[src/rtl/traffic_ctrl.sv]
// traffic_ctrl: two-road phase sequencer with pedestrian walk and flashing-yellow mode
module traffic_ctrl #(
  parameter int T_GREEN  = 50,
  parameter int T_YELLOW = 20,
  parameter int T_ALLRED = 10,
  parameter int T_WALK   = 40,
  parameter int T_FLASH  = 5
) (
  input  logic       CLK,
  input  logic       RST,
  input  logic       ped_req,
  input  logic       flash_en,
  input  logic       done,
  output logic [6:0] time_slot,
  output logic       start,
  output logic [2:0] ns_light,
  output logic [2:0] ew_light,
  output logic       walk,
  output logic       ped_pend,
  output logic [2:0] state
);
  typedef enum logic [2:0] {
    NS_GREEN  = 3'd0,
    NS_YELLOW = 3'd1,
    ALL_RED_A = 3'd2,
    EW_GREEN  = 3'd3,
    EW_YELLOW = 3'd4,
    ALL_RED_B = 3'd5,
    PED_WALK  = 3'd6,
    FLASH     = 3'd7
  } state_t;
  state_t st, nxt;
  logic ped_s1, ped_s2, ped_s3, fl_s1, fl_s2, flash_phase;
  logic adv, ped_rise, walk_entry;
  assign state      = st;
  assign adv        = start & done;
  assign ped_rise   = ped_s2 & ~ped_s3;
  assign walk_entry = adv & ~fl_s2 & (st == ALL_RED_B) & ped_pend;
  always_comb begin
    nxt = st;
    case (st)
      NS_GREEN:  nxt = NS_YELLOW;
      NS_YELLOW: nxt = ALL_RED_A;
      ALL_RED_A: nxt = EW_GREEN;
      EW_GREEN:  nxt = EW_YELLOW;
      EW_YELLOW: nxt = ALL_RED_B;
      ALL_RED_B: nxt = ped_pend ? PED_WALK : NS_GREEN;
      PED_WALK:  nxt = NS_GREEN;
      default:   nxt = FLASH;
    endcase
  end
  // Every state change drops start for one cycle so the timer restarts from zero.
  always_ff @(posedge CLK or posedge RST) begin
    if (RST) begin
      st          <= ALL_RED_B;
      start       <= 1'b0;
      flash_phase <= 1'b0;
      ped_pend    <= 1'b0;
      ped_s1      <= 1'b0;
      ped_s2      <= 1'b0;
      ped_s3      <= 1'b0;
      fl_s1       <= 1'b0;
      fl_s2       <= 1'b0;
    end else begin
      ped_s1   <= ped_req;
      ped_s2   <= ped_s1;
      ped_s3   <= ped_s2;
      fl_s1    <= flash_en;
      fl_s2    <= fl_s1;
      ped_pend <= ped_rise | (ped_pend & ~walk_entry);
      if (st != FLASH && fl_s2) begin
        st          <= FLASH;
        start       <= 1'b0;
        flash_phase <= 1'b0;
      end else if (st == FLASH && !fl_s2) begin
        st    <= ALL_RED_A;
        start <= 1'b0;
      end else if (adv) begin
        st          <= nxt;
        start       <= 1'b0;
        flash_phase <= flash_phase ^ (st == FLASH);
      end else begin
        start <= 1'b1;
      end
    end
  end
  assign time_slot = (st == NS_GREEN  || st == EW_GREEN)  ? 7'(T_GREEN)  :
                     (st == NS_YELLOW || st == EW_YELLOW) ? 7'(T_YELLOW) :
                     (st == ALL_RED_A || st == ALL_RED_B) ? 7'(T_ALLRED) :
                     (st == PED_WALK)                     ? 7'(T_WALK)   : 7'(T_FLASH);
  assign ns_light = (st == NS_GREEN)  ? 3'b001 :
                    (st == NS_YELLOW) ? 3'b010 :
                    (st == FLASH)     ? {1'b0, flash_phase, 1'b0} : 3'b100;
  assign ew_light = (st == EW_GREEN)  ? 3'b001 :
                    (st == EW_YELLOW) ? 3'b010 :
                    (st == FLASH)     ? {1'b0, flash_phase, 1'b0} : 3'b100;
  assign walk = (st == PED_WALK);
endmodule

[config.mk]
export PLATFORM = sky130hd
export DESIGN_NAME = traffic_ctrl
export DESIGN_NICKNAME = d
export VERILOG_FILES = /design/src/rtl/traffic_ctrl.sv
export SDC_FILE = /design/constraint.sdc
export NUM_CORES = 1
export LEC_CHECK = 0
export ABC_AREA = 1
export CAP_MARGIN = 25
export CORE_UTILIZATION = 40
export CTS_BUF_LIST = sky130_fd_sc_hd__clkbuf_4 sky130_fd_sc_hd__clkbuf_8 sky130_fd_sc_hd__clkbuf_16
export CTS_CLUSTER_SIZE = 16
export DETAILED_ROUTE_END_ITERATION = 8
export PLACE_DENSITY = 0.78
export RECOVER_POWER = 100
export SLEW_MARGIN = 5
export SYNTH_ARGS = -nofsm -noshare
export SYNTH_HDL_FRONTEND = slang
export SYNTH_SLANG_ARGS = --single-unit
[constraint.sdc]
create_clock -name CLK -period 3.6 [get_ports CLK]
set_input_delay 0.36 -clock CLK [delete_from_list [all_inputs] [get_ports CLK]]
set_output_delay 0.36 -clock CLK [all_outputs]
set_load 0.05 [all_outputs]
==> results of run 1 <==
==> cell usage after synthesis, drive strengths merged <==
cell type	count
ha	1
a21oi	4
o21ai	4
nor2	9
buf	3
nand4	3
nand3	8
nand2	22
dfstp	2
nor3	1
dfrtp	9
o22ai	1
conb	1
inv	15
==> kinds of logic after synthesis <==
family | after synthesis | share of synthesized area [%]
AND/OR/NAND/NOR | 43 | 30.93
buffers and inverters | 18 | 12.99
flip-flops | 11 | 45.77
AO/OA/AOI/OAI | 9 | 7.630
adder cells (fa/ha/maj) | 1 | 2.062
other | 1 | 0.6180
==> worst min-delay path by stage <==
stage	to	slack, ns	depth (start not counted)
3_3_place_gp	fl_s2	0.33	0
6_report	fl_s2	0.35	0
3_5_place_dp	fl_s2	0.33	0
5_1_grt	fl_s2	0.36	0
2_1_floorplan	fl_s1	0.21	1
4_1_cts	fl_s2	0.35	0
==> cell type report <==
| class | count | area, µm² | share of cell area, % |
|---|---|---|---|
| clock inverters | 1 | 5.005 | 0.5917 |
| clock buffers | 3 | 22.52 | 2.663 |
| flip-flops and latches | 11 | 277.8 | 32.84 |
| repair buffers | 22 | 220.2 | 26.04 |
| well taps | 15 | 18.77 | 2.219 |
| multi-input cells | 54 | 245.2 | 28.99 |
| inverters | 15 | 56.30 | 6.657 |
==> through the flow <==
step                      instances  worst slack, ns  utilization [%]
final                           121           0.7131            62.65
after global routing            121           0.4878            62.65
after global placement          117            1.237            60.98
after floorplan                  83           0.6741                -
after detailed placement        117            1.187            60.98
after CTS                       121           0.8912            63.02
==> critical path, stage by stage (launching register included) <==
cell and delay (ns):
dfstp_1 0.70, inv_1 0.14, nor2_1 0.19, ha_1 0.18, inv_1 0.04, o21ai_0 0.13
dlygate4sd3_1 0.88
==> layer usage <==
layer	GRT usage [%]	part of all wire (%)	up-vias
met2	31.64	50	28
met4	14.17	1.0	0
met3	2.174	6.9	2
met1	21.03	42	267
li1	-	-	307
met5	0	0	-
==> registers in the layout (all words and copies together), names as in the netlist <==
signal	cells
ped_s3	1
fl_s2	1
flash_phase	1
ped_s1	1
ped_s2	1
start	1
fl_s1	1
ped_pend	1
state	3
==> results by group, run 1 <==
Logic synthesis
  • Synth Instances: 83
  • Syn avg cell area: 7.311 µm²
  • Synth top area share: 37.11%
  • Cell Area, Synth: 606.8 µm²
  • Distinct cell type count after synthesis: 16
  • Top cells by area, synth: dfrtp_1 37%, nand2_1 12%, inv_1 9.3%, dfstp_2 8.7%, nand3_1 6.6%
  • Seq/Total Area, Yosys: 45.77%
  • FF+latch count, synth: 11
  • Synth Warn #: 0
  • Yosys top cell by area: dfrtp_1
  • Post-Syn Nets: 89

Floorplanning
  • Site row count: 13
  • Core area: 0.001350 mm²
  • Initial Util: 44.95%
  • Die Y: 40.95 µm
  • Chip width: 40.95 µm
  • Die area: 0.001677 mm²
  • Num ports: 24

Detailed routing
  • ANT nets after route: 0
  • Total number of vias: 604
  • DR DRC count: 0
  • Drt wl/cell: 9.760 µm
  • Vias/cell: 4.992
  • Routed WL: 1181 µm
  • 1st-pass router iterations: 4
  • Iter 0 DRT Violations: 10

Cells and area
  • # fillers: 129
  • Commonest non-fill, non-tap cell in the layout: dlygate4sd3_1
  • Share of cells above drive strength 1: 5.660%
  • # diodes: 0
  • Commonest cells after routing, fill and taps aside: 22 x dlygate4sd3_1, 21 x nand2_1, 15 x inv_1
  • Non-Filler Cell Area, Final: 845.8 µm²
  • Synthesis-to-layout area growth: 39.38%
  • Nets: 113

Global routing
  • Overflow after GRT: 0
  • GRT Total Usage: 18.65%
  • Initial antenna violation count: 0
  • Vias in the first global route: 503
  • Largest net degree at the start of global routing: 12
  • First-pass GRT wire length: 2014 µm

Timing
  • Final Hold Vio Count: 0
  • RSZ-0062 raised after global routing: no
  • Worst Tran Pin Value: 0.5066 ns
  • Period utilization: 80.19%
  • Final setup viols: 0
  • Fin. max-slew vios: 0
  • Clock Skews: 0.003397 ns
  • Fmax: 346.4 MHz
  • Setup TNS: 0 ns
  • Tmin final: 2.887 ns
  • Slew HR: 66.12%
  • Hold_ws: 0.3491 ns

Critical path
  • R2R cell count: 5
  • Worst Setup EP: ew_light[1]
  • Arr. time, crit path: 2.53 ns
  • Crit-path max FO: 11
  • Crit Path Category: flip-flop to primary output
  • R2r setup slk: 2.00 ns
  • Worst setup startpoint: state[0]
  • Worst R2R Start: state[0]
  • R2R Path End: flash_phase
  • Worst Path Required: 3.24 ns
  • Worst setup SP type: flip-flop
  • CP endpoint kind: primary output

Clock network
  • Clock sinks: 11
  • Setup Buffers After CTS: 0
  • Root Buffer Master: clkbuf_4
  • Hold Buf Count CTS: 0
  • CTS tree: done
  • Cts bufs inserted: 3
  • Clk_lat worst skew: 0.26 ns
  • H-tree depth: 1
  • Clock Pin Slew Worst Setup and Hold Paths: 0.07 ns
  • Post-cts repair resize count: 0
  • Clk buf depth: 2

Place
  • Gpl congestion: 0.8274
  • Placement Cell Area: 823.3 µm²
  • I/O Buffers: 22
  • Hpwl dp: 962.7 µm

Worst hold path
  • Hold_sp: fl_s1
  • HP Class: flip-flop to flip-flop

Outcome
  • Status: finished, final reports clean

Run
  • Max-cap violations: 0
Power of run 1 is left out: the tool's default activity adds up to more than one toggle a clock period on the data nets, which glitch-free logic cannot reach.
==> inputs of run 2 (changes only) <==
- CORE_UTILIZATION: 40 -> 37
- PLACE_DENSITY: 0.78 -> 0.76
- clock period: 3.6 -> 2.4 ns (I/O delays scaled with it)
==> results by group, run 2 (same netlist as run 1, synthesis figures left out) <==
Cells and area
  • Share of cells above drive strength 1: 9.434% (+3.8 points)
  • Synthesis-to-layout area growth: 31.55%
  • Largest register FFs: 3 (unchanged)
  • Commonest cells after routing, fill and taps aside: 21 x nand2_1, 15 x inv_1, 11 x dlygate4sd3_1
  • Nets: 113 (unchanged)
  • Commonest non-fill, non-tap cell in the layout: nand2_1
  • Core Util, Final: 52.38% (-10 points)
  • Non-filler instance count after layout: 122 (+0.83%)
  • # diodes: 0 (unchanged)
  • # fillers: 158 (+22%)

Timing
  • Fin. max-slew vios: 0 (unchanged)
  • Clock Skews: 0.007165 ns (+0.003768 ns)
  • Period utilization: 93.85%
  • Final setup viols: 0 (unchanged)
  • Final Hold Vio Count: 0 (unchanged)
  • Setup TNS: 0 ns (unchanged)
  • RSZ-0062 raised after global routing: no
  • Slew HR: 59.98% (-6.1 points)
  • Hold_ws: 0.3496 ns (+0.0005140 ns)
  • Tmin final: 2.252 ns
  • Fmax: 444.0 MHz
  • Worst Tran Pin Value: 0.6029 ns (+0.09629 ns)

Detailed routing
  • Iter 0 DRT Violations: 14 (+4)
  • DR DRC count: 0 (unchanged)
  • ANT nets after route: 0 (unchanged)
  • 1st-pass router iterations: 4 (unchanged)
  • Vias/cell: 4.828 (-3.3%)
  • Routed WL: 1229 µm (+4.1%)
  • Total number of vias: 589 (-2.5%)
  • Drt wl/cell: 10.07 µm (+3.2%)

Place
  • Hpwl dp: 988.2 µm (+2.6%)
  • Placed Cells incl. Taps: 118 (+0.85%)
  • I/O Buffers: 22 (unchanged)
  • Gpl congestion: 0.8706 (+5.2%)

Clock network
  • Clk buf depth: 2 (unchanged)
  • Clock sinks: 11 (unchanged)
  • CTS tree: done
  • Root Buffer Master: clkbuf_4
  • Clk_lat worst skew: 0.26 ns (about the same)
  • Cts bufs inserted: 3 (unchanged)
  • Clock Pin Slew Worst Setup and Hold Paths: 0.07 ns (about the same)
  • H-tree depth: 1 (unchanged)

Floorplanning
  • Site row count: 14 (+1)
  • Chip width: 42.50 µm (+3.8%)
  • Die Y: 42.50 µm (+3.8%)
  • Core area: 0.001524 mm² (+13%)
  • Num ports: 24 (unchanged)
  • Initial Util: 39.82% (-5.1 points)
  • Die area: 0.001806 mm² (+7.7%)

Run
  • Max-cap violations: 0 (unchanged)

Worst hold path
  • HP Class: flip-flop to flip-flop
  • Worst Hold Depth: 0 (unchanged)

Global routing
  • Vias in the first global route: 536 (+6.6%)
  • Overflow after GRT: 0 (unchanged)
  • Largest net degree at the start of global routing: 12 (unchanged)
  • First-pass GRT wire length: 2263 µm (+12%)
  • Initial antenna violation count: 0 (unchanged)
  • GRT Total Usage: 16.65% (-2.0 points)

Outcome
  • Status: finished, final reports clean

Critical path
  • Worst Path Required: 2.16 ns (-1.08 ns)
  • Arr. time, crit path: 2.01 ns (-0.52 ns)
  • CP endpoint kind: primary output
  • Crit-path max FO: 10 (-1)
  • R2R cell count: 5 (unchanged)
  • Crit Path Category: flip-flop to primary output
  • Worst setup SP type: flip-flop
-- run 2: routing by layer --
metal / GRT usage, % / routed length [µm]
met5: 0 / 0
met4: 9.375 / 20
met3: 3.879 / 105
met2: 27.38 / 547
met1: 19.78 / 556
-- run 2: what timing repair did --
action	CTS	global route
buffers inserted	0	0
gates resized for setup	0	3
endpoints found under the setup margin	0	3
hold buffers	0	0
-- run 2: area by class of cell --
cell class / count / area [µm²] / share of cell area (%)
Clock buffer: 4 / 30.03 / 3.762
Multi-Input combinational cell: 54 / 247.7 / 31.03
Tap cell: 16 / 20.02 / 2.508
Timing Repair Buffer: 22 / 166.4 / 20.85
Inverter: 15 / 56.30 / 7.053
Sequential cell: 11 / 277.8 / 34.80
-- run 2: path summary, 6_finish.rpt --
kind	startpoint	endpoint	slack, ns
max	state[2]	walk	0.15
min	ped_s1	ped_s2	0.35
max reg2reg	state[2]	flash_phase	0.94
min reg2reg	ped_s1	ped_s2	0.35
max in group asynchronous	RST	state[0]	1.69
min in group asynchronous	RST	flash_phase	0.39
-- run 2: critical path: stages, from the launching register on --
cell	delay [ns]
dfstp_2	0.62
nand2_1	0.13
nor2_2	0.12
dlygate4sd3_1	0.88
-- run 2: metrics by stage --
stage	setup slack, ns	instance area (µm²)
floorplan	-0.1456	609.3
global placement	0.3758	812.0
detailed placement	0.3461	812.0
CTS	0.05910	842.1
global route	0.06087	798.3
finish	0.1477	798.3
Power of run 2 is left out for the same reason.
